**src/rtl/argmax_digit_pkg.sv**
```systemverilog
// rtl/argmax_digit_pkg.sv - shared classifier constants and argmax state encoding
package argmax_digit_pkg;

    localparam int NUM_CLASSES = 10;
    localparam int SCORE_W     = 16;
    localparam int IDX_W       = 4;
    // Beat counter must be able to sit at NUM_CLASSES once a frame overruns.
    localparam int CNT_W       = $clog2(NUM_CLASSES + 1);

    typedef enum logic {
        ACCUM = 1'b0,
        HOLD  = 1'b1
    } state_t;

endpackage

```
**src/rtl/argmax_cmp.sv**
```systemverilog
// rtl/argmax_cmp.sv - one argmax step: strict-greater update, lower index wins ties
module argmax_cmp
    import argmax_digit_pkg::*;
(
    input  logic signed [SCORE_W-1:0] cur_score,
    input  logic        [IDX_W-1:0]   cur_idx,
    input  logic signed [SCORE_W-1:0] best_score,
    input  logic        [IDX_W-1:0]   best_idx,
    input  logic                      first,
    output logic signed [SCORE_W-1:0] new_score,
    output logic        [IDX_W-1:0]   new_idx
);

    logic take;

    // Equal scores never replace, so the earlier (lower) index is kept.
    assign take      = first || (cur_score > best_score);
    assign new_score = take ? cur_score : best_score;
    assign new_idx   = take ? cur_idx   : best_idx;

endmodule

```
**src/rtl/argmax_digit.sv**
```systemverilog
// rtl/argmax_digit.sv - frame-serial argmax over class scores feeding the digit display
module argmax_digit
    import argmax_digit_pkg::*;
(
    input  logic                      clk,
    input  logic                      rst_n,
    input  logic                      score_valid,
    output logic                      score_ready,
    input  logic signed [SCORE_W-1:0] score_data,
    input  logic                      score_last,
    output logic                      result_valid,
    input  logic                      result_ready,
    output logic        [IDX_W-1:0]   result_digit,
    output logic signed [SCORE_W-1:0] result_score,
    output logic                      result_err
);

    state_t                    state;
    logic        [CNT_W-1:0]   beat_idx;
    logic signed [SCORE_W-1:0] best_score;
    logic        [IDX_W-1:0]   best_idx;
    logic                      len_err;

    logic                      beat_xfer;
    logic                      result_xfer;
    logic                      in_range;
    logic signed [SCORE_W-1:0] cmp_score;
    logic        [IDX_W-1:0]   cmp_idx;
    logic signed [SCORE_W-1:0] upd_score;
    logic        [IDX_W-1:0]   upd_idx;

    assign score_ready  = (state == ACCUM);
    assign result_valid = (state == HOLD);
    assign beat_xfer    = score_valid && score_ready;
    assign result_xfer  = result_valid && result_ready;
    assign in_range     = (beat_idx < CNT_W'(NUM_CLASSES));

    argmax_cmp u_cmp (
        .cur_score  (score_data),
        .cur_idx    (IDX_W'(beat_idx)),
        .best_score (best_score),
        .best_idx   (best_idx),
        .first      (beat_idx == '0),
        .new_score  (cmp_score),
        .new_idx    (cmp_idx)
    );

    // Overrun beats leave the running best untouched.
    assign upd_score = in_range ? cmp_score : best_score;
    assign upd_idx   = in_range ? cmp_idx   : best_idx;

    always_ff @(posedge clk or negedge rst_n) begin
        if (!rst_n) begin
            state        <= ACCUM;
            beat_idx     <= '0;
            best_score   <= '0;
            best_idx     <= '0;
            len_err      <= 1'b0;
            result_digit <= '0;
            result_score <= '0;
            result_err   <= 1'b0;
        end else begin
            case (state)
                ACCUM: begin
                    if (beat_xfer) begin
                        if (score_last) begin
                            result_digit <= upd_idx;
                            result_score <= upd_score;
                            result_err   <= len_err || (beat_idx != CNT_W'(NUM_CLASSES - 1));
                            state        <= HOLD;
                            beat_idx     <= '0;
                            best_score   <= '0;
                            best_idx     <= '0;
                            len_err      <= 1'b0;
                        end else begin
                            best_score <= upd_score;
                            best_idx   <= upd_idx;
                            if (in_range) begin
                                beat_idx <= beat_idx + 1'b1;
                            end else begin
                                len_err <= 1'b1;
                            end
                        end
                    end
                end
                HOLD: begin
                    if (result_xfer) begin
                        state <= ACCUM;
                    end
                end
                default: state <= ACCUM;
            endcase
        end
    end

endmodule

```
**config.mk**
```make
export PLATFORM = sky130hd
export DESIGN_NAME = argmax_digit
export DESIGN_NICKNAME = d
export VERILOG_FILES = /design/src/rtl/argmax_digit_pkg.sv /design/src/rtl/argmax_cmp.sv /design/src/rtl/argmax_digit.sv
export SDC_FILE = /design/constraint.sdc
export NUM_CORES = 1
export LEC_CHECK = 0
export ABC_AREA = 1
export BUFFER_PORTS_ARGS = -buffer_cell sky130_fd_sc_hd__buf_2
export CORE_UTILIZATION = 30
export CTS_BUF_LIST = sky130_fd_sc_hd__clkbuf_4
export DETAILED_ROUTE_END_ITERATION = 7
export MAX_ROUTING_LAYER = met4
export SETUP_SLACK_MARGIN = 0.05
export SYNTH_ARGS = -nofsm -noshare
export SYNTH_HDL_FRONTEND = slang
export SYNTH_HIERARCHICAL = 1
export SYNTH_SLANG_ARGS = --single-unit
export TNS_END_PERCENT = 20
```
**constraint.sdc**
```tcl
create_clock -name clk -period 1.7 [get_ports clk]
set_input_delay 0.085 -clock clk [delete_from_list [all_inputs] [get_ports clk]]
set_output_delay 0.085 -clock clk [all_outputs]
set_load 0.1 [all_outputs]
```
# Word level (Yosys, flattened, before mapping)
# Cells that the tools add are included.
classes:
  n_reduce_logical: 10
  n_addsub: 1
  eq_ne: 2
  order_cmp: 2
  muxes: 14
  bitwise: 1
op_table:
  columns: ["cell", "n"]
  rows:
  - ["2-to-1 mux 16 bit", 3]
  - ["2-to-1 mux 4 bit", 5]
  - ["greater-than comparator 16 bit", 1]
  - ["AND reduction 3 bit", 3]
  - ["2-to-1 mux 1 bit", 5]
  - ["adder 4 x 1 -> 4 bit, second input constant", 1]
  - ["logical NOT 4 bit", 1]
  - ["less-than comparator 4 bit, second input constant", 1]
  - ["inequality test 4 bit, second input constant", 1]
  - ["logical AND 1 bit", 2]
  - ["logical OR 1 bit", 2]
  - ["inequality test 2 bit, second input constant", 1]
  - ["case mux 1 bit (2 select lines)", 1]
  - ["AND reduction 2 bit", 1]
  - ["nonzero test 2 bit", 1]
  - ["inverter 1 bit", 1]
word_totals:
  regBits: 47
  word_cells: 38
  input_bits: 21

# Depth between registers and ports, before layout
logic_depth:
  ltp_word: 5
  ltp_mapped: 20
  ltp_nobuf: 19

# Cells and area by module
# Netlist, hierarchy kept.
modules_own_cells:
  columns: ["module", "cells_per_inst", "n_inst", "seq_area_each_um2", "area_per_inst_um2"]
  rows:
  - ["argmax_digit", 287, 1, 1176.1, 2303.5]
  - ["argmax_cmp", 147, 1, 0.0, 773.2]

# Worst setup path before layout
# OpenSTA, ideal clock, no wires.
synth_timing:
  kind: "register to register"
  startpoint: "reg state (netlist: result_valid)"
  endpoint: "reg state (netlist: result_valid)"
  path_buffers: 1
  required_ns: 1.553
  path_slack_ns: -0.456
  period_less_slack_ns: 2.156
  stages_incl_launch_ff: 7
  arrival_time_ns: 2.009
  path_cell_list: "dfrtp_1 -> inv_2 -> nand2_2 -> nor2_4 -> inv_2 -> buf_2 -> o21ai_0"
synth_via:
  elab_chain_len: 4
synth_lines:
  columns: ["item", "line_no", "source"]
  rows:
  - ["from (decl)", "argmax_digit.sv:18", "state_t state;"]
  - ["from (signal assigned)", "argmax_digit.sv:54", "state <= ACCUM;"]
  - ["from (signal assigned)", "argmax_digit.sv:70", "state <= HOLD;"]
  - ["from (signal assigned)", "argmax_digit.sv:88", "state <= ACCUM;"]
  - ["inverter 1 bit (no line) *", null, null]
  - ["net score_ready", "argmax_digit.sv:8", "output logic score_ready,"]
  - ["logical AND 1 bit", "argmax_digit.sv:34", "assign beat_xfer = score_valid && score_ready;"]
  - ["2-to-1 mux 1 bit", "argmax_digit.sv:65", "if (beat_xfer) begin"]
  - ["case mux 1 bit (2 select lines) *", "argmax_digit.sv:63", "case (state)"]
# The timed path passes the listed nets; every way through them passes the cells marked *.
# A chain may end at the register's enable or synchronous reset.

# Worst setup path after layout
layout_timing:
  startpoint: "reg best_score[11]"
  endpoint: "reg best_score[14]"
layout_via:
  elab_chain_len: 5
layout_lines:
  columns: ["item", "line_no", "source"]
  rows:
  - ["from (decl)", "argmax_digit.sv:20", "logic signed [SCORE_W-1:0] best_score;"]
  - ["from (signal assigned)", "argmax_digit.sv:76", "best_score <= upd_score;"]
  - ["greater-than comparator 16 bit", "argmax_cmp.sv:17", "assign take = first || (cur_score > best_score);"]
  - ["logical OR 1 bit", "argmax_cmp.sv:17", null]
  - ["2-to-1 mux 16 bit", "argmax_cmp.sv:18", "assign new_score = take ? cur_score : best_score;"]
  - ["net cmp_score[14]", "argmax_digit.sv:27", "logic signed [SCORE_W-1:0] cmp_score;"]
  - ["2-to-1 mux 16 bit", "argmax_digit.sv:49", "assign upd_score = in_range ? cmp_score : best_score;"]
  - ["2-to-1 mux 16 bit", "argmax_digit.sv:66", "if (score_last) begin"]
# The timed path passes the listed nets, and every way through them passes these cells.

==> reports/qor.yml <==
outcome: "complete, but fails checks"
violations: "negative setup slack"
rsz0062_at_grt: "yes"
cts_tree: "done"
finalWorstPathRequiredPeriod_ps: 2090
fp-row-count: 36
cts_buffers: 5
die_area_sq_um: 10700
p_per_area_nw_per_um2: 1150
grt_pass1_vias: 3014
antenna_found_initial: 0
yosysMostFrequentCell: "nand2_1"
fin_crit_sh_pct: 123
drtPass1Iterations: 4
cp_cell_sequence: "inv_1, ha_1, nand2_1, inv_1, nand3_2, nor2_2, nand3_2, nor2_2, a21oi_2, nand2_2, nand2_4, buf_12, nand2_1, nand2_1, inv_1, nand2_2, nand3_1, nand2_1"
hold_slack_ps: 57.9
clockRootBuffer: "clkbuf_4"
drt-initial-drc-count: 115
crit_top_cell: "nand2_1"
grt_max_degree: 27
avgRoutedWirePerCell_microns: 12.6
areaGrowthSynthToFinish_pct: 30.2
ys_seq_area_share_pct: 38.2
synth_warnings: 6
yosys.area.top_type: "dfrtp_1"
fin_ws_ps: -391
num_vias: 2999
finClkSkew_ps: 17.8
place_area_sq_um: 3760
grt_pass1_wl_microns: 14200
r2r_setup_slack_ps: -390
hold_depth: 4
reg2regPathDepth: 18
grt-ovfl-total: 0
slowest_stage: "dfrtp_1"
final_nets: 560
synth_flop_cell: "dfrtp_1"
drv_cap: 0
hpwl_microns: 5890
drc: 0
core_sq_um: 9860
critical_path.max_fanout: 12
ys_ff_latch: 47
htreeDepth: 2
crit_path_start_kind: "flop"
syn_nets: 474
cp_data_required_time_ps: 1970
grt_usage_pct: 17.6
relSlewSlack_pct: 62.8
synth.avg_cell_area_sq_um: 7.09
critPathMaxStageDelay_ps: 370
min_to: "beat_idx[2]$_DFFE_PN0P_"
r2r-end: "best_score[14]$_DFFE_PN0P_"
synth_cell_types: 24
place_ws_ps: -432
clock_path_buffers: 2
worst_setup_path_end_kind: "flop"
clock-sinks: 47
antennaDiodeCount: 0
regArea_sq_um: 1180
maxSlewViolCount: 0
hold_viol_final: 0
hp-start: "score_last"
arrival_ps: 2370
async_reset_ff_share_pct: 100
setup_viol: 40
postLayoutCellArea_sq_um: 4010
synth_cells: 434
clk_latency_ps: 370
avgViaCountPerCell: 4.59
fillers: 1016
leakage_uw: 0.00226
irDropWorstVdd_uv: 969
hold_path_class: "input pin to flop"
syn_area_sq_um: 3080
path_clk_slew_ps: 160
yosysTopAreaCellShare_pct: 38.2
io_buffer_count: 43
synth_area_leaders: "dfrtp_1 (38%), nand2_1 (20%), nand3_1 (12%)"
ant_nets: 0
fp.dieH_microns: 103
fp.dieW_microns: 103
initial_utilization_pct: 31.2
fmax_ghz: 0.478
worst_slew_pin_slew_ps: 557
wl_microns: 8260
synthTopCellsByCount: "nand2_1 (166), nand3_1 (72), inv_1 (56)"
worst_r2r_startpoint: "best_score[11]$_DFFE_PN0P_"
worst-setup-path-type: "flop to flop"
io-pin-count: 44
multi_input_comb_area_sq_um: 1690
synth_edf_count: 0
drive_above_1_share_pct: 30.3
place.gp.congestion: 0.811
-- area by class of cell --
cell class / count / share of cell area [%]
Sequential cell: 47 / 29.4
Tap cell: 133 / 4.15
Timing Repair Buffer: 101 / 17.4
Multi-Input combinational cell: 307 / 42.1
Clock buffer: 5 / 0.937
Inverter: 58 / 5.44
Clock inverter: 3 / 0.562
-- repair_timing --
action,CTS,global route
buffers inserted,1,1
pin swaps,1,3
hold endpoints to repair,22,0
hold buffers,2,0
setup endpoints to repair,40,40
resized for setup,7,36
-- kinds of logic after synthesis --
kind of cell / Yosys count / share of synthesized area [%]
AND/OR/NAND/NOR: 275 / 39.7
adder cells (fa/ha/maj): 19 / 7.73
buffers and inverters: 80 / 11.6
AO/OA/AOI/OAI: 13 / 2.77
flip-flops: 47 / 38.2
-- per-layer routing --
| layer | up-vias | track usage, % | wire [microns] |
|---|---|---|---|
| li1 | 1534 | - | - |
| met1 | 1396 | 22.8 | 3930 |
| met2 | 63 | 29.1 | 3950 |
| met3 | 6 | 2.82 | 306 |
| met4 | 0 | 3.58 | 74 |
| met5 | - | - | 0 |
-- worst max-delay path: cells and delay by family, from the launching register on --
kind            cells  cell delay (ps)
buf+inv             4              330
flops               1              370
compound gates      1               40
fa+ha+maj           1              300
simple gates       12              930
-- power breakdown --
| part | total [uW] | internal, uW | switching (uW) |
|---|---|---|---|
| logic | 2580 | 726 | 1850 |
| clock network | 562 | 168 | 394 |
| registers | 1460 | 1330 | 122 |
-- through the flow --
stage	setup TNS, ps	util [%]	total power (uW)	instances
after detailed placement	-15570	38.1	3950	642
final	-14280	40.6	4590	654
after CTS	-14690	39.3	4570	653
after floorplan	-6300	-	3270	434
after global placement	-14630	38.1	3930	642
after global routing	-22810	40.6	4930	654
-- worst max path at each step --
stage,end,start,depth (start not counted),slack (ps)
5_1_grt,best_idx[3]$_DFFE_PN0P_,best_score[11]$_DFFE_PN0P_,17,-620
2_1_floorplan,result_digit[1]$_DFFE_PN0P_,best_score[5]$_DFFE_PN0P_,18,-160
4_1_cts,best_score[12]$_DFFE_PN0P_,best_score[11]$_DFFE_PN0P_,18,-400
6_report,best_score[14]$_DFFE_PN0P_,best_score[11]$_DFFE_PN0P_,18,-390
3_3_place_gp,best_score[12]$_DFFE_PN0P_,best_score[11]$_DFFE_PN0P_,18,-400
3_5_place_dp,result_score[8]$_DFFE_PN0P_,best_score[15]$_DFFE_PN0P_,16,-430
-- state kept, by name, indices dropped and copies added, names as in the netlist --
register / cells
best_score: 16
result_score: 16
beat_idx: 4
best_idx: 4
result_digit: 4
len_err: 1
result_err: 1
result_valid: 1
-- layout by cell type (no fill, tap or decap) --
cell and count:
clkbuf_4 5, nor2_1 7, nand2_1 147, nor2_4 1, nand3b_1 20, buf_6 1, dlygate4sd3_1 2, inv_1 54
buf_4 52, o21ai_0 3, dfrtp_1 46, a21oi_1 4, nand4_1 2, inv_2 4, o21bai_1 1, nand3_2 16
ha_1 19, dfrtp_2 1, buf_12 3, nand2_2 21, buf_2 43, clkinv_4 1, o21ai_4 1, nand2_4 1
clkinv_2 1, a21oi_2 2, inv_6 1, nand3_1 56, o21ai_1 1, a21o_1 1, nor2_2 4
(Power assumes the default switching activity.)
